==> src/rtl/char_rom_line_fetch_ctrl_if.sv <==
// Purpose: bundles the two requester handshakes, the returned code stream and
//          the character ROM read port of char_rom_line_fetch_ctrl.
// Ports:   master = overlay fillers + ROM (drive req/row/rom_data),
//          slave  = the fetch controller (drives gnt/vld/done/code/col/busy/rom_addr).
interface char_rom_line_fetch_ctrl_if #(
  parameter int ROW_W  = 4,
  parameter int COL_W  = 4,
  parameter int CODE_W = 7
);
  logic                   req_0;
  logic [ROW_W-1:0]       row_0;
  logic                   req_1;
  logic [ROW_W-1:0]       row_1;
  logic                   gnt_0;
  logic                   gnt_1;
  logic                   vld_0;
  logic                   vld_1;
  logic                   done_0;
  logic                   done_1;
  logic [CODE_W-1:0]      char_code_o;
  logic [COL_W-1:0]       col_o;
  logic                   busy;
  logic [ROW_W+COL_W-1:0] rom_addr;
  logic [CODE_W-1:0]      rom_data;

  modport master (
    output req_0, row_0, req_1, row_1, rom_data,
    input  gnt_0, gnt_1, vld_0, vld_1, done_0, done_1,
    input  char_code_o, col_o, busy, rom_addr
  );

  modport slave (
    input  req_0, row_0, req_1, row_1, rom_data,
    output gnt_0, gnt_1, vld_0, vld_1, done_0, done_1,
    output char_code_o, col_o, busy, rom_addr
  );
endinterface

==> src/rtl/char_rom_line_fetch_ctrl.sv <==
// Purpose: arbitrates two text-overlay row fetches onto one character ROM and
//          streams a full 2**COL_W-column row back, each code tagged with its column.
// Ports:   clk, rst (async active-high) plus bus (slave modport): req/row in,
//          gnt/vld/done/char_code_o/col_o/busy out, rom_addr out, rom_data in.
// Latency: gnt one cycle after the IDLE request sample; code for column c appears
//          ROM_LAT+c cycles after gnt; done rides with the last column.
// Backpressure: none; requests are only looked at in IDLE, later ones wait.
// Build option: CHAR_ROM_CTRL_FIXED_PRIO_EN makes requester 0 win every tie
//          (default build is round-robin on ties).
module char_rom_line_fetch_ctrl #(
  parameter int ROW_W   = 4,
  parameter int COL_W   = 4,
  parameter int CODE_W  = 7,
  parameter int ROM_LAT = 1
) (
  input logic                      clk,
  input logic                      rst,
  char_rom_line_fetch_ctrl_if.slave bus
);

  localparam int AW     = ROW_W + COL_W;
  localparam int DCNT_W = (ROM_LAT > 1) ? $clog2(ROM_LAT) : 1;
  localparam logic [COL_W-1:0] LAST_COL = {COL_W{1'b1}};

  typedef enum logic [1:0] {
    IDLE  = 2'd0,
    BURST = 2'd1,
    DRAIN = 2'd2
  } state_t;

  state_t state_q, state_d;

  logic [AW-1:0]     rom_addr_q;
  logic              owner_q;
  logic              gnt_0_q, gnt_1_q;
  logic [DCNT_W-1:0] drain_cnt_q;

  // issue tag travelling alongside the ROM read
  logic              tag_vld_q [ROM_LAT];
  logic              tag_own_q [ROM_LAT];
  logic [COL_W-1:0]  tag_col_q [ROM_LAT];

  logic              any_req;
  logic              pick_1;
  logic [ROW_W-1:0]  sel_row;
  logic              col_last;
  logic              drain_last;

  logic              grant;
  logic              busy_c;
  logic              issue_vld;

  assign any_req    = bus.req_0 | bus.req_1;
  assign col_last   = (rom_addr_q[COL_W-1:0] == LAST_COL);
  assign drain_last = (drain_cnt_q == DCNT_W'(ROM_LAT - 1));

`ifdef CHAR_ROM_CTRL_FIXED_PRIO_EN
  // requester 0 wins every tie; requester 1 only when alone
  assign pick_1 = bus.req_1 & ~bus.req_0;
`else
  logic last_owner_q;

  // on a tie, hand the ROM to whoever did not have it last
  assign pick_1 = bus.req_1 & (~bus.req_0 | ~last_owner_q);

  always_ff @(posedge clk or posedge rst) begin
    if (rst) begin
      last_owner_q <= 1'b1;
    end else if (grant) begin
      last_owner_q <= pick_1;
    end
  end
`endif

  assign sel_row = pick_1 ? bus.row_1 : bus.row_0;

  // ---------------- FSM: state register ----------------
  always_ff @(posedge clk or posedge rst) begin
    if (rst) begin
      state_q <= IDLE;
    end else begin
      state_q <= state_d;
    end
  end

  // ---------------- FSM: next state ----------------
  always_comb begin
    state_d = state_q;
    case (state_q)
      IDLE:    if (any_req)    state_d = BURST;
      BURST:   if (col_last)   state_d = DRAIN;
      DRAIN:   if (drain_last) state_d = IDLE;
      default:                 state_d = IDLE;
    endcase
  end

  // ---------------- FSM: outputs ----------------
  always_comb begin
    grant     = 1'b0;
    busy_c    = 1'b0;
    issue_vld = 1'b0;
    case (state_q)
      IDLE:    grant     = any_req;
      BURST: begin
        busy_c    = 1'b1;
        issue_vld = 1'b1;
      end
      DRAIN:   busy_c    = 1'b1;
      default: busy_c    = 1'b0;
    endcase
  end

  // ---------------- burst datapath ----------------
  always_ff @(posedge clk or posedge rst) begin
    if (rst) begin
      rom_addr_q  <= '0;
      owner_q     <= 1'b0;
      gnt_0_q     <= 1'b0;
      gnt_1_q     <= 1'b0;
      drain_cnt_q <= '0;
    end else begin
      gnt_0_q <= grant & ~pick_1;
      gnt_1_q <= grant &  pick_1;
      if (grant) begin
        owner_q    <= pick_1;
        rom_addr_q <= {sel_row, {COL_W{1'b0}}};
      end else if (state_q == BURST && !col_last) begin
        // column never carries into the row field: stops at LAST_COL
        rom_addr_q <= rom_addr_q + AW'(1);
      end
      if (state_q == BURST) begin
        drain_cnt_q <= '0;
      end else if (state_q == DRAIN) begin
        drain_cnt_q <= drain_cnt_q + DCNT_W'(1);
      end
    end
  end

  // ---------------- tag delay line, ROM_LAT deep ----------------
  always_ff @(posedge clk or posedge rst) begin
    if (rst) begin
      for (int i = 0; i < ROM_LAT; i++) begin
        tag_vld_q[i] <= 1'b0;
        tag_own_q[i] <= 1'b0;
        tag_col_q[i] <= '0;
      end
    end else begin
      tag_vld_q[0] <= issue_vld;
      tag_own_q[0] <= owner_q;
      tag_col_q[0] <= rom_addr_q[COL_W-1:0];
      for (int i = 1; i < ROM_LAT; i++) begin
        tag_vld_q[i] <= tag_vld_q[i-1];
        tag_own_q[i] <= tag_own_q[i-1];
        tag_col_q[i] <= tag_col_q[i-1];
      end
    end
  end

  // ---------------- returned stream ----------------
  logic             ret_vld;
  logic             ret_own;
  logic [COL_W-1:0] ret_col;

  assign ret_vld = tag_vld_q[ROM_LAT-1];
  assign ret_own = tag_own_q[ROM_LAT-1];
  assign ret_col = tag_col_q[ROM_LAT-1];

  assign bus.vld_0       = ret_vld & ~ret_own;
  assign bus.vld_1       = ret_vld &  ret_own;
  assign bus.done_0      = ret_vld & ~ret_own & (ret_col == LAST_COL);
  assign bus.done_1      = ret_vld &  ret_own & (ret_col == LAST_COL);
  assign bus.col_o       = ret_vld ? ret_col : '0;
  assign bus.char_code_o = ret_vld ? bus.rom_data : '0;

  assign bus.gnt_0    = gnt_0_q;
  assign bus.gnt_1    = gnt_1_q;
  assign bus.busy     = busy_c;
  assign bus.rom_addr = rom_addr_q;

endmodule
==> src/flat_wrapper.sv <==
// flat-port wrapper written by rule: the top's interface ports become plain ports
module char_rom_line_fetch_ctrl_flat 
#(
  parameter int ROW_W   = 4,
  parameter int COL_W   = 4,
  parameter int CODE_W  = 7,
  parameter int ROM_LAT = 1
)
  (clk, rst, bus_req_0, bus_row_0, bus_req_1, bus_row_1, bus_rom_data, bus_gnt_0, bus_gnt_1, bus_vld_0, bus_vld_1, bus_done_0, bus_done_1, bus_char_code_o, bus_col_o, bus_busy, bus_rom_addr);
  char_rom_line_fetch_ctrl_if #(.ROW_W(ROW_W), .COL_W(COL_W), .CODE_W(CODE_W)) bus_i ();
  input logic clk;
  input logic rst;
  input wire logic [$bits(bus_i.req_0)-1:0] bus_req_0;
  input wire logic [$bits(bus_i.row_0)-1:0] bus_row_0;
  input wire logic [$bits(bus_i.req_1)-1:0] bus_req_1;
  input wire logic [$bits(bus_i.row_1)-1:0] bus_row_1;
  input wire logic [$bits(bus_i.rom_data)-1:0] bus_rom_data;
  output wire logic [$bits(bus_i.gnt_0)-1:0] bus_gnt_0;
  output wire logic [$bits(bus_i.gnt_1)-1:0] bus_gnt_1;
  output wire logic [$bits(bus_i.vld_0)-1:0] bus_vld_0;
  output wire logic [$bits(bus_i.vld_1)-1:0] bus_vld_1;
  output wire logic [$bits(bus_i.done_0)-1:0] bus_done_0;
  output wire logic [$bits(bus_i.done_1)-1:0] bus_done_1;
  output wire logic [$bits(bus_i.char_code_o)-1:0] bus_char_code_o;
  output wire logic [$bits(bus_i.col_o)-1:0] bus_col_o;
  output wire logic [$bits(bus_i.busy)-1:0] bus_busy;
  output wire logic [$bits(bus_i.rom_addr)-1:0] bus_rom_addr;
  assign bus_i.req_0 = bus_req_0;
  assign bus_i.row_0 = bus_row_0;
  assign bus_i.req_1 = bus_req_1;
  assign bus_i.row_1 = bus_row_1;
  assign bus_i.rom_data = bus_rom_data;
  assign bus_gnt_0 = bus_i.gnt_0;
  assign bus_gnt_1 = bus_i.gnt_1;
  assign bus_vld_0 = bus_i.vld_0;
  assign bus_vld_1 = bus_i.vld_1;
  assign bus_done_0 = bus_i.done_0;
  assign bus_done_1 = bus_i.done_1;
  assign bus_char_code_o = bus_i.char_code_o;
  assign bus_col_o = bus_i.col_o;
  assign bus_busy = bus_i.busy;
  assign bus_rom_addr = bus_i.rom_addr;
  char_rom_line_fetch_ctrl #(.ROW_W(ROW_W), .COL_W(COL_W), .CODE_W(CODE_W), .ROM_LAT(ROM_LAT)) u_core (.clk(clk), .rst(rst), .bus(bus_i));
endmodule
==> config.mk <==
export PLATFORM = sky130hd
export DESIGN_NAME = char_rom_line_fetch_ctrl_flat
export DESIGN_NICKNAME = d
export VERILOG_FILES = /design/src/rtl/char_rom_line_fetch_ctrl_if.sv /design/src/rtl/char_rom_line_fetch_ctrl.sv /design/src/flat_wrapper.sv
export SDC_FILE = /design/constraint.sdc
export NUM_CORES = 1
export LEC_CHECK = 0
export ABC_CLOCK_PERIOD_IN_PS = 1770
export BUFFER_PORTS_ARGS = -buffer_cell sky130_fd_sc_hd__clkbuf_2
export CORE_MARGIN = 5
export CORE_UTILIZATION = 45
export CTS_CLUSTER_DIAMETER = 150
export CTS_CLUSTER_SIZE = 25
export DETAILED_ROUTE_END_ITERATION = 12
export PLACE_DENSITY = 0.83
export RECOVER_POWER = 25
export SETUP_SLACK_MARGIN = 0.05
export SLEW_MARGIN = 15
export SYNTH_ARGS = -nofsm -noshare
export SYNTH_HDL_FRONTEND = slang
export SYNTH_SLANG_ARGS = --single-unit
export TNS_END_PERCENT = 100
==> constraint.sdc <==
create_clock -name clk -period 1.77 [get_ports clk]
set_input_delay 0.2655 -clock clk [delete_from_list [all_inputs] [get_ports clk]]
set_output_delay 0.2655 -clock clk [all_outputs]
set_load 0.02 [all_outputs]
# Word level (Yosys, flattened, before mapping)
# Cells that the tools add are included.
[word_totals]
out_inout_bits = 26
word_cells = 53
reg_bits = 21
inputBits = 19
[op_classes]
reduce_logical = 7
muxes = 14
addsub = 2
n_bitwise = 13
n_eq_ne = 7
[ops]
columns = ["cell", "count"]
rows = [
  ["8-bit 2-to-1 mux", 2],
  ["8-bit by 1-bit adder with 8-bit output, second input constant", 1],
  ["4-bit equality test, second input constant", 2],
  ["4-bit 2-to-1 mux", 2],
  ["1-bit bitwise AND", 7],
  ["7-bit 2-to-1 mux", 1],
  ["2-bit 2-to-1 mux", 3],
  ["2-bit one-hot mux with 3 select lines", 1],
  ["1-bit 2-to-1 mux", 5],
  ["2-bit by 1-bit != test with 1-bit output, second input constant", 2],
  ["1-bit NOT", 4],
  ["2-bit nonzero test", 2],
  ["3-bit AND reduction", 1],
  ["2-bit by 1-bit equality test with 1-bit output, second input constant", 1],
  ["2-bit equality test, second input constant", 1],
  ["2-bit logical NOT", 1],
  ["2-bit != test, second input constant", 1],
  ["1-bit bitwise OR", 2],
  ["2-bit OR reduction", 1],
  ["1-bit adder, second input constant", 1],
  ["1-bit logical AND", 1],
  ["1-bit logical NOT", 1],
]

# Depth between registers and ports, before layout
# Gate-level depths: netlist of the first run.
[depth]
ltp_word = 5
ltp_mapped = 6
ltp_nobuf = 5

# Least setup slack after synthesis of the first run
# Ideal clock, no wire load.
[synth_path]
kind = "reg2reg"
from = "register u_core.rom_addr_q[0], in the netlist u_core.bus.rom_addr[0]"
to = "register u_core.state_q[0]"
arrival_time_ns = 1.538
period_less_slack_ns = 1.666
required_ns = 1.642
setup_ns = 0.128
path_buffers = 0
path_slack_ns = 0.104
stages_incl_launch_ff = 6
cell_sequence = "dfrtp_1 -> ha_1 -> nand3_2 -> and2_4 -> a221oi_4 -> mux2_1"
[synth_via]
elab_chain_len = 3
[synth_rtl]
columns = ["element", "line_no", "rtl"]
rows = [
  ["start, declared", "char_rom_line_fetch_ctrl.sv:33", "logic [AW-1:0] rom_addr_q;"],
  ["start signal, assigned", "char_rom_line_fetch_ctrl.sv:126", "rom_addr_q <= {sel_row, {COL_W{1'b0}}};"],
  ["start signal, assigned", "char_rom_line_fetch_ctrl.sv:129", "rom_addr_q <= rom_addr_q + AW'(1);"],
  ["4-bit equality test", "char_rom_line_fetch_ctrl.sv:54", "assign col_last = (rom_addr_q[COL_W-1:0] == LAST_COL);"],
  ["2-bit by 1-bit != test with 1-bit output (no line)", "--", ""],
  ["3-bit AND reduction (no line)", "--", ""],
  ["end signal, assigned", "char_rom_line_fetch_ctrl.sv:82", "state_q <= state_d;"],
  ["end, declared", "char_rom_line_fetch_ctrl.sv:31", "state_t state_q, state_d;"],
]
# No other way between the ends.
# A chain may end at the register's enable or synchronous reset.

# Worst setup path in the final report of the first run
[layout_path]
from = "register u_core.rom_addr_q[1], in the netlist u_core.bus.rom_addr[1]"
to = "register u_core.state_q[0]"
# Same word-level chain as after synthesis.

==> flow_summary.ini, run 1 <==
[cts]
clk_pin_slew_ns = 0.11
cts_htree_levels = 1
cts_root_buffer = clkbuf_4
clk_latency_ns = 0.30
cts-buffers-inserted = 3
cts_num_sinks = 21
clk_path_buf_depth = 2
cts_tree = done

[synthesis]
synth_area_leaders = dfrtp_1, and2_1, ha_1
ys_warn_count = 0
synth_area_per_cell_um2 = 10.4
ys_types = 34
synth_nets = 127
yosysTopAreaCellShare = 0.469
seq_area_frac_synth = 0.494
ys_ff_latch = 21
yosys.area.top_type = dfrtp_1
synth_cells = 103
netlist_area_um2 = 1070

[power_and_ir_drop]
internal-power_mw = 1.18
totalPowerFinal_mw = 2.08
p_seq_frac = 0.389
swShare = 0.432
vdd_drop_max_uv = 1080
power.share.clock = 0.105
power_density_nw_per_um2 = 1510
leakagePower_nw = 0.732
comb_power_share = 0.506
p_sw_uw = 900

[place]
finalWeightedCongestion = 0.875
place.port_buffers = 44
hpwl_um = 1850

[run_status]
status = finished clean

[sta]
post-route-period-util = 0.902
setup_tns_ns = 0
setup_viol = 0
relSlewSlack = 0.693
worst_pin_slew_ns = 0.457
hold_viol = 0
max_freq_mhz = 626
fin_crit_ns = 1.60
rsz0062_at_grt = no
finClkSkew_ns = 0.00411
finalMaxSlewViolations = 0

[grt]
grt.total_usage = 0.147
grt_max_degree = 22
antenna_found_initial = 0
grt-ovfl-total = 0
grt_pass1_wl_um = 3950
grt_pass1_vias = 939

[setup_path]
cp_cell_sequence = ha_2 -> nand3_2 -> and2_4 -> a221oi_4 -> mux2_1
cpLargestDelayFamily = flip-flops
worst-path-max-fanout = 5
path_class = reg2reg
critPathCaptureType = flop
slowest_delay_ns = 0.41
critPathSlowestCell = dfrtp_2
startpoint = u_core.bus.rom_addr[1]$_DFFE_PP0P_
crit_arrival_ns = 1.79
start_kind = flop
crit_required_ns = 1.96
r2r_start = u_core.bus.rom_addr[1]$_DFFE_PP0P_
critPathBufInv = 0

[drt]
wirelength_um = 2240
wl_met1_um = 945
dr_wl_met3_um = 251
wl_met2_um = 1000
wl_per_cell_um = 12.3
vias_per_cell = 4.96
num_vias = 903
top_layer_used = met4
drt_first_pass_iters = 2
antenna_left = 0
drc = 0
first_iter_violations = 21

[layout]
area_growth_pct = 29.3
multi_input_area_um2 = 514
drive_above_1_share = 0.396
layout_common_cells = clkbuf_2, dfrtp_1, nand2_1, and2_1
nFillCells = 197
final_nets = 179
register_area_um2 = 528
diodes = 0
final_common_cell = clkbuf_2

[floorplan]
die_area_um2 = 3450
coreArea_um2 = 2230
fp.dieH_um = 58.7
die_w_um = 58.7
rows = 17
ios = 45
start_util = 0.478

[flow_run]
maxCapViolations = 0

[min_path]
min_path_type = in2reg
hold_start = bus_row_0[2]
## Yosys cell counts (all sizes together)
cell,instances
a32oi,2
clkbuf,1
nor2,6
xor2,2
nand4,3
a31oi,1
mux2,3
a32o,1
o31ai,1
xnor2,1
a21oi,1
ha,5
o22a,1
buf,1
nand3,7
nor2b,2
and3,3
a21boi,1
dfstp,1
nor3b,1
a22oi,2
and2,13
nand2,12
nand2b,1
a221oi,1
dfrtp,20
o21ai,4
inv,6
## sequential cells by signal, indices dropped and copies added, names as in the netlist
signal	count
u_core.bus.gnt_1	1
u_core.ret_col	4
u_core.ret_vld	1
u_core.bus.rom_addr	8
u_core.owner_q	1
u_core.last_owner_q	1
u_core.bus.gnt_0	1
u_core.ret_own	1
u_core.state_q	2
u_core.drain_cnt_q	1
## final timing paths
check / slack (ns) / to / depth (start not counted)
worst max-delay path: 0.17 / u_core.state_q[0]$_DFFE_PP0P_ / 5
worst min register to register: 0.40 / u_core.ret_own$_DFF_PP0_ / 0
min in group asynchronous: 0.50 / u_core.ret_col[1]$_DFF_PP0_ / 4
max in group asynchronous: 1.00 / u_core.last_owner_q$_DFFE_PP1P_ / 4
worst min-delay path: 0.27 / u_core.bus.rom_addr[6]$_DFFE_PP0P_ / 3
worst max register to register: 0.17 / u_core.state_q[0]$_DFFE_PP0P_ / 5
## power by group through the flow
stage          Clock (mW)  Sequential [mW]  Combinational (mW)
2_1_floorplan           0            0.869               0.676
4_1_cts             0.228            0.815                1.04
5_1_grt             0.256            0.847                1.17
6_report            0.219            0.810                1.05
3_3_place_gp            0            0.814                1.00
3_5_place_dp            0            0.826                1.04
## cells by family after synthesis
kind of cell | Yosys count | synth area share
and+or+nand+nor | 48 | 0.243
DFF | 21 | 0.494
AOI/OAI and AO/OA | 15 | 0.120
buffers and inverters | 8 | 0.0293
adders and majority gates | 5 | 0.0586
xor gates and xnor gates | 3 | 0.0246
muxes | 3 | 0.0317
## what timing repair did
item | in CTS | in global routing
endpoints found under the hold margin | 20 | 0
hold buffers | 1 | 0
buffers inserted | 0 | 1
setup endpoints to repair | 0 | 4
resized for setup | 0 | 3
## through the flow
step / hold slack, ns / area [um2] / util / worst slack (ns) / cells
global placement: 0.282 / 1340 / 0.598 / 0.211 / 176
CTS: 0.261 / 1370 / 0.615 / 0.0943 / 181
detailed placement: 0.284 / 1340 / 0.598 / 0.126 / 176
global route: 0.257 / 1380 / 0.618 / 0.0659 / 182
floorplan: 0.241 / 1070 / - / 0.104 / 103
finish: 0.269 / 1380 / 0.618 / 0.173 / 182
## cell type report
class	instances	share of cell area
Timing Repair Buffer	49	0.183
Inverter	6	0.0163
Tap cell	28	0.0254
Clock inverter	1	0.00363
Multi-Input combinational cell	74	0.373
Clock buffer	3	0.0163
Sequential cell	21	0.383
## tightest hold or removal path, delay by kind of cell
kind,cells,cell delay [ns]
compound gates,2,0.19
buf+inv,1,0.08
## metal layers
metal  vias up  global-route usage
met2        41               0.252
li1        464                   -
met4         0              0.0777
met3         4              0.0373
met1       394               0.167
met5         -                   0
Note: power is estimated with default switching activity, not from simulation.
==> run 2: changes to the inputs <==
==> constraint.sdc (replaced) <==
create_clock -name clk -period 1.77 [get_ports clk]
set_input_delay 0.177 -clock clk [delete_from_list [all_inputs] [get_ports clk]]
set_output_delay 0.177 -clock clk [all_outputs]
set_load 0.02 [all_outputs]
==> flow_summary.ini, run 2 (same netlist as run 1, synthesis figures left out) <==
[floorplan]
die_w_um = 58.7
ios = 45
fp.dieH_um = 58.7
coreArea_um2 = 2230
die_area_um2 = 3450
rows = 17
start_util = 0.478

[power_and_ir_drop]
vdd_drop_max_uv = 1250
internal-power_mw = 1.21
p_sw_uw = 934
comb_power_share = 0.514
swShare = 0.435
power_density_nw_per_um2 = 1550
totalPowerFinal_mw = 2.14
p_seq_frac = 0.381
leakagePower_nw = 0.740
power.share.clock = 0.105

[cts]
cts_root_buffer = clkbuf_4
cts-buffers-inserted = 3
clk_path_buf_depth = 2
cts_num_sinks = 21
clk_latency_ns = 0.30
clk_pin_slew_ns = 0.12
hold_buffers = 0
cts_tree = done
cts_htree_levels = 1

[setup_path]
r2r_start = u_core.bus.rom_addr[1]$_DFFE_PP0P_
crit_arrival_ns = 1.83
critPathSlowestCell = dfrtp_1
cp_cell_sequence = ha_2 -> nand3_2 -> and2_4 -> a221oi_4 -> mux2_2
start_kind = flop
cpLargestDelayFamily = flip-flops
critPathBufInv = 0
crit_required_ns = 1.96
slowest_delay_ns = 0.43
critPathCaptureType = flop
worst-path-max-fanout = 5
startpoint = u_core.bus.rom_addr[1]$_DFFE_PP0P_
path_class = reg2reg

[grt]
grt_pass1_wl_um = 4000
grt-ovfl-total = 0
grt_pass1_vias = 934
antenna_found_initial = 0
grt.total_usage = 0.147
grt_max_degree = 22

[place]
dp_slack_ns = 0.0980
hpwl_um = 1930
place.port_buffers = 44
placed_cells = 175
finalWeightedCongestion = 0.881

[drt]
drc = 0
vias_per_cell = 5.27
wirelength_um = 2420
antenna_left = 0
wl_per_cell_um = 13.3
first_iter_violations = 34
num_vias = 959
drt_first_pass_iters = 4

[sta]
max_freq_mhz = 609
whs_ns = -0.0267
setup_tns_ns = 0
setup_viol = 0
timing.final.ws_setup_ns = 0.127
fin_crit_ns = 1.64
hold_viol = 20
finClkSkew_ns = 0.00489
worst_pin_slew_ns = 0.759
rsz0062_at_grt = no
post-route-period-util = 0.928
relSlewSlack = 0.493
finalMaxSlewViolations = 0

[layout]
nFillCells = 192
diodes = 0
area_growth_pct = 30.0
drive_above_1_share = 0.429
layout_common_cells = clkbuf_2, dfrtp_1, nand2_1, and2_1
final_common_cell = clkbuf_2
final_cells = 182
final_nets = 179
largest_reg_flops = 8

[flow_run]
maxCapViolations = 0

[min_path]
min_path_type = in2async

[run_status]
violations = hold timing
status = finished with violations
==> run 2: what timing repair did <==
| item | in CTS | in global routing |
|---|---|---|
| endpoints found under the setup margin | 0 | 5 |
| resized for setup | 0 | 5 |
| buffers inserted | 0 | 3 |
==> run 2: worst paths after layout <==
check	slack (ns)	cells past startpoint	to
setup / recovery	0.13	5	u_core.state_q[1]$_DFFE_PP0P_
hold / removal	-0.03	2	u_core.owner_q$_DFFE_PP0P_
setup reg to reg	0.13	5	u_core.state_q[1]$_DFFE_PP0P_
hold reg to reg	0.40	0	u_core.ret_own$_DFF_PP0_
max in group asynchronous	1.27	2	u_core.bus.rom_addr[0]$_DFFE_PP0P_
min in group clk	0.19	3	u_core.bus.rom_addr[7]$_DFFE_PP0P_
==> run 2: metrics by stage <==
stage	hold WS [ns]	area, um2	utilization
6_report	-0.0267	1390	0.621
5_1_grt	0.0336	1390	0.621
4_1_cts	0.00591	1360	0.607
3_5_place_dp	0.338	1330	0.595
3_3_place_gp	0.331	1330	0.595
2_1_floorplan	0.153	1070	-
==> run 2: power groups by stage <==
stage / Clock, mW / Sequential, mW / Combinational [mW]
2_1_floorplan: 0 / 0.869 / 0.676
3_3_place_gp: 0 / 0.815 / 1.00
3_5_place_dp: 0 / 0.829 / 1.05
4_1_cts: 0.230 / 0.818 / 1.05
5_1_grt: 0.258 / 0.854 / 1.21
6_report: 0.225 / 0.817 / 1.10
==> run 2: metal layers <==
metal  GRT usage  vias to the layer above  share of wire
met5           0                        -              0
met4      0.0615                        0          0.014
met3      0.0329                        4           0.12
met2       0.249                       53           0.46
met1       0.181                      445           0.41
li1            -                      457              -
==> run 2: final cells by class <==
class	count	area, um2	share of cell area
flip-flops and latches	21	528	0.381
multi-input cells	74	517	0.372
repair buffers	49	258	0.186
well taps	28	35.0	0.0252
clock buffers	3	22.5	0.0162
inverters	6	22.5	0.0162
clock inverters	1	5.00	0.00361
==> run 3: changes to the inputs <==
==> constraint.sdc (replaced) <==
create_clock -name clk -period 1.77 [get_ports clk]
set_input_delay 0.354 -clock clk [delete_from_list [all_inputs] [get_ports clk]]
set_output_delay 0.354 -clock clk [all_outputs]
set_load 0.02 [all_outputs]
==> flow_summary.ini, run 3 (same netlist as run 1, synthesis figures left out) <==
[run_status]
status = finished clean

[drt]
drt_first_pass_iters = 4
antenna_left = 0
wl_met2_um = 1110
vias_per_cell = 5.22
wl_met1_um = 899
top_layer_used = met4
wl_per_cell_um = 13.0
wirelength_um = 2360
first_iter_violations = 31
dr_wl_met3_um = 281
drc = 0
num_vias = 944

[layout]
layout_common_cells = clkbuf_2, dfrtp_1, nand2_1, and2_1
final_cells = 181
final_common_cell = clkbuf_2
drive_above_1_share = 0.405
area_growth_pct = 29.1
layout.core_utilization = 0.617
largest_reg_flops = 8
final_nets = 178
diodes = 0

[sta]
worst_pin_slew_ns = 1.06
hold_viol = 0
setup_tns_ns = 0
finClkSkew_ns = 0.0110
relSlewSlack = 0.292
setup_viol = 0
max_freq_mhz = 591
fin_crit_ns = 1.69
rsz0062_at_grt = yes
finalMaxSlewViolations = 0
post-route-period-util = 0.956

[flow_run]
maxCapViolations = 0

[cts]
cts_root_buffer = clkbuf_4
cts_htree_levels = 1
clk_path_buf_depth = 2
cts-buffers-inserted = 3
clk_latency_ns = 0.31
cts_setup_buffers = 0
clk_pin_slew_ns = 0.13
cts_num_sinks = 21
cts_tree = done

[place]
placed_cells = 177
place.port_buffers = 44
finalWeightedCongestion = 0.902
hpwl_um = 1920

[power_and_ir_drop]
vdd_drop_max_uv = 1060
power_density_nw_per_um2 = 1540
leakagePower_nw = 0.732

[floorplan]
die_w_um = 58.7
die_area_um2 = 3450
coreArea_um2 = 2230
ios = 45
fp.dieH_um = 58.7
start_util = 0.478
rows = 17

[setup_path]
crit_required_ns = 1.42
path_class = reg2out
critPathCaptureType = output pin
r2r_slack_ns = 0.13
start_kind = flop
crit_arrival_ns = 1.34
worst-path-max-fanout = 4

[grt]
grt.total_usage = 0.148
grt_pass1_wl_um = 3860
antenna_found_initial = 0
grt_max_degree = 22
grt-ovfl-total = 0
grt_pass1_vias = 937

[min_path]
min_path_type = in2async
[run 3: cell count changes in the layout (fill, tap and decap cells not counted), sizes merged]
cell | before | now
buf | 5 | 4
clkinv | 1 | 0
clkinvlp | 0 | 1
[run 3: critical path: stages, from the launching register on]
cell	delay, ns
dfrtp_1	0.43
inv_1	0.09
ha_2	0.34
buf_2	0.16
[run 3: layout make-up]
cell class / count / area, um2
repair buffers: 48 / 246
multi-input cells: 74 / 515
well taps: 28 / 35.0
flip-flops and latches: 21 / 528
fillers: 198 / 856
clock inverters: 1 / 7.51
inverters: 6 / 22.5
clock buffers: 3 / 22.5
[run 3: what timing repair did]
action / CTS / global route
setup endpoints to repair: 1 / 4
hold buffers: 0 / 0
hold endpoints to repair: 0 / 0
pin swaps: 0 / 0
gates resized for setup: 1 / 3
gates cloned: 0 / 0
[run 3: routing by layer]
layer  track usage  vias up
met5             0        -
met4        0.0939        0
li1              -      459
met2         0.255       49
met1         0.160      430
met3        0.0395        6
[run 3: path summary, 6_finish.rpt]
| kind | startpoint | end | depth (start not counted) |
|---|---|---|---|
| worst max-delay path | u_core.state_q[0]$_DFFE_PP0P_ | bus_busy | 3 |
| worst min-delay path | rst | u_core.state_q[1]$_DFFE_PP0P_ | 3 |
| worst max register to register | u_core.bus.rom_addr[1]$_DFFE_PP0P_ | u_core.state_q[0]$_DFFE_PP0P_ | 5 |
| worst min register to register | u_core.owner_q$_DFFE_PP0P_ | u_core.ret_own$_DFF_PP0_ | 0 |
| max in group asynchronous | rst | u_core.ret_vld$_DFF_PP0_ | 3 |
| min in group clk | bus_row_0[0] | u_core.bus.rom_addr[4]$_DFFE_PP0P_ | 3 |
[run 3: stage by stage]
step,instance area [um2],total power [mW],setup WS (ns),hold WS [ns]
finish,1380,2.13,0.0787,0.322
global placement,1340,1.83,0.227,0.373
floorplan,1070,1.55,0.104,0.330
detailed placement,1340,1.89,0.0854,0.367
CTS,1380,2.14,0.0532,0.0244
global route,1380,2.29,0.0209,0.353
[run 3: power by group]
part	switching (mW)	total [mW]	leakage, nW	internal (mW)
registers	0.146	0.808	0.271	0.661
logic	0.638	1.08	0.447	0.440
clock network	0.154	0.240	0.0139	0.0863
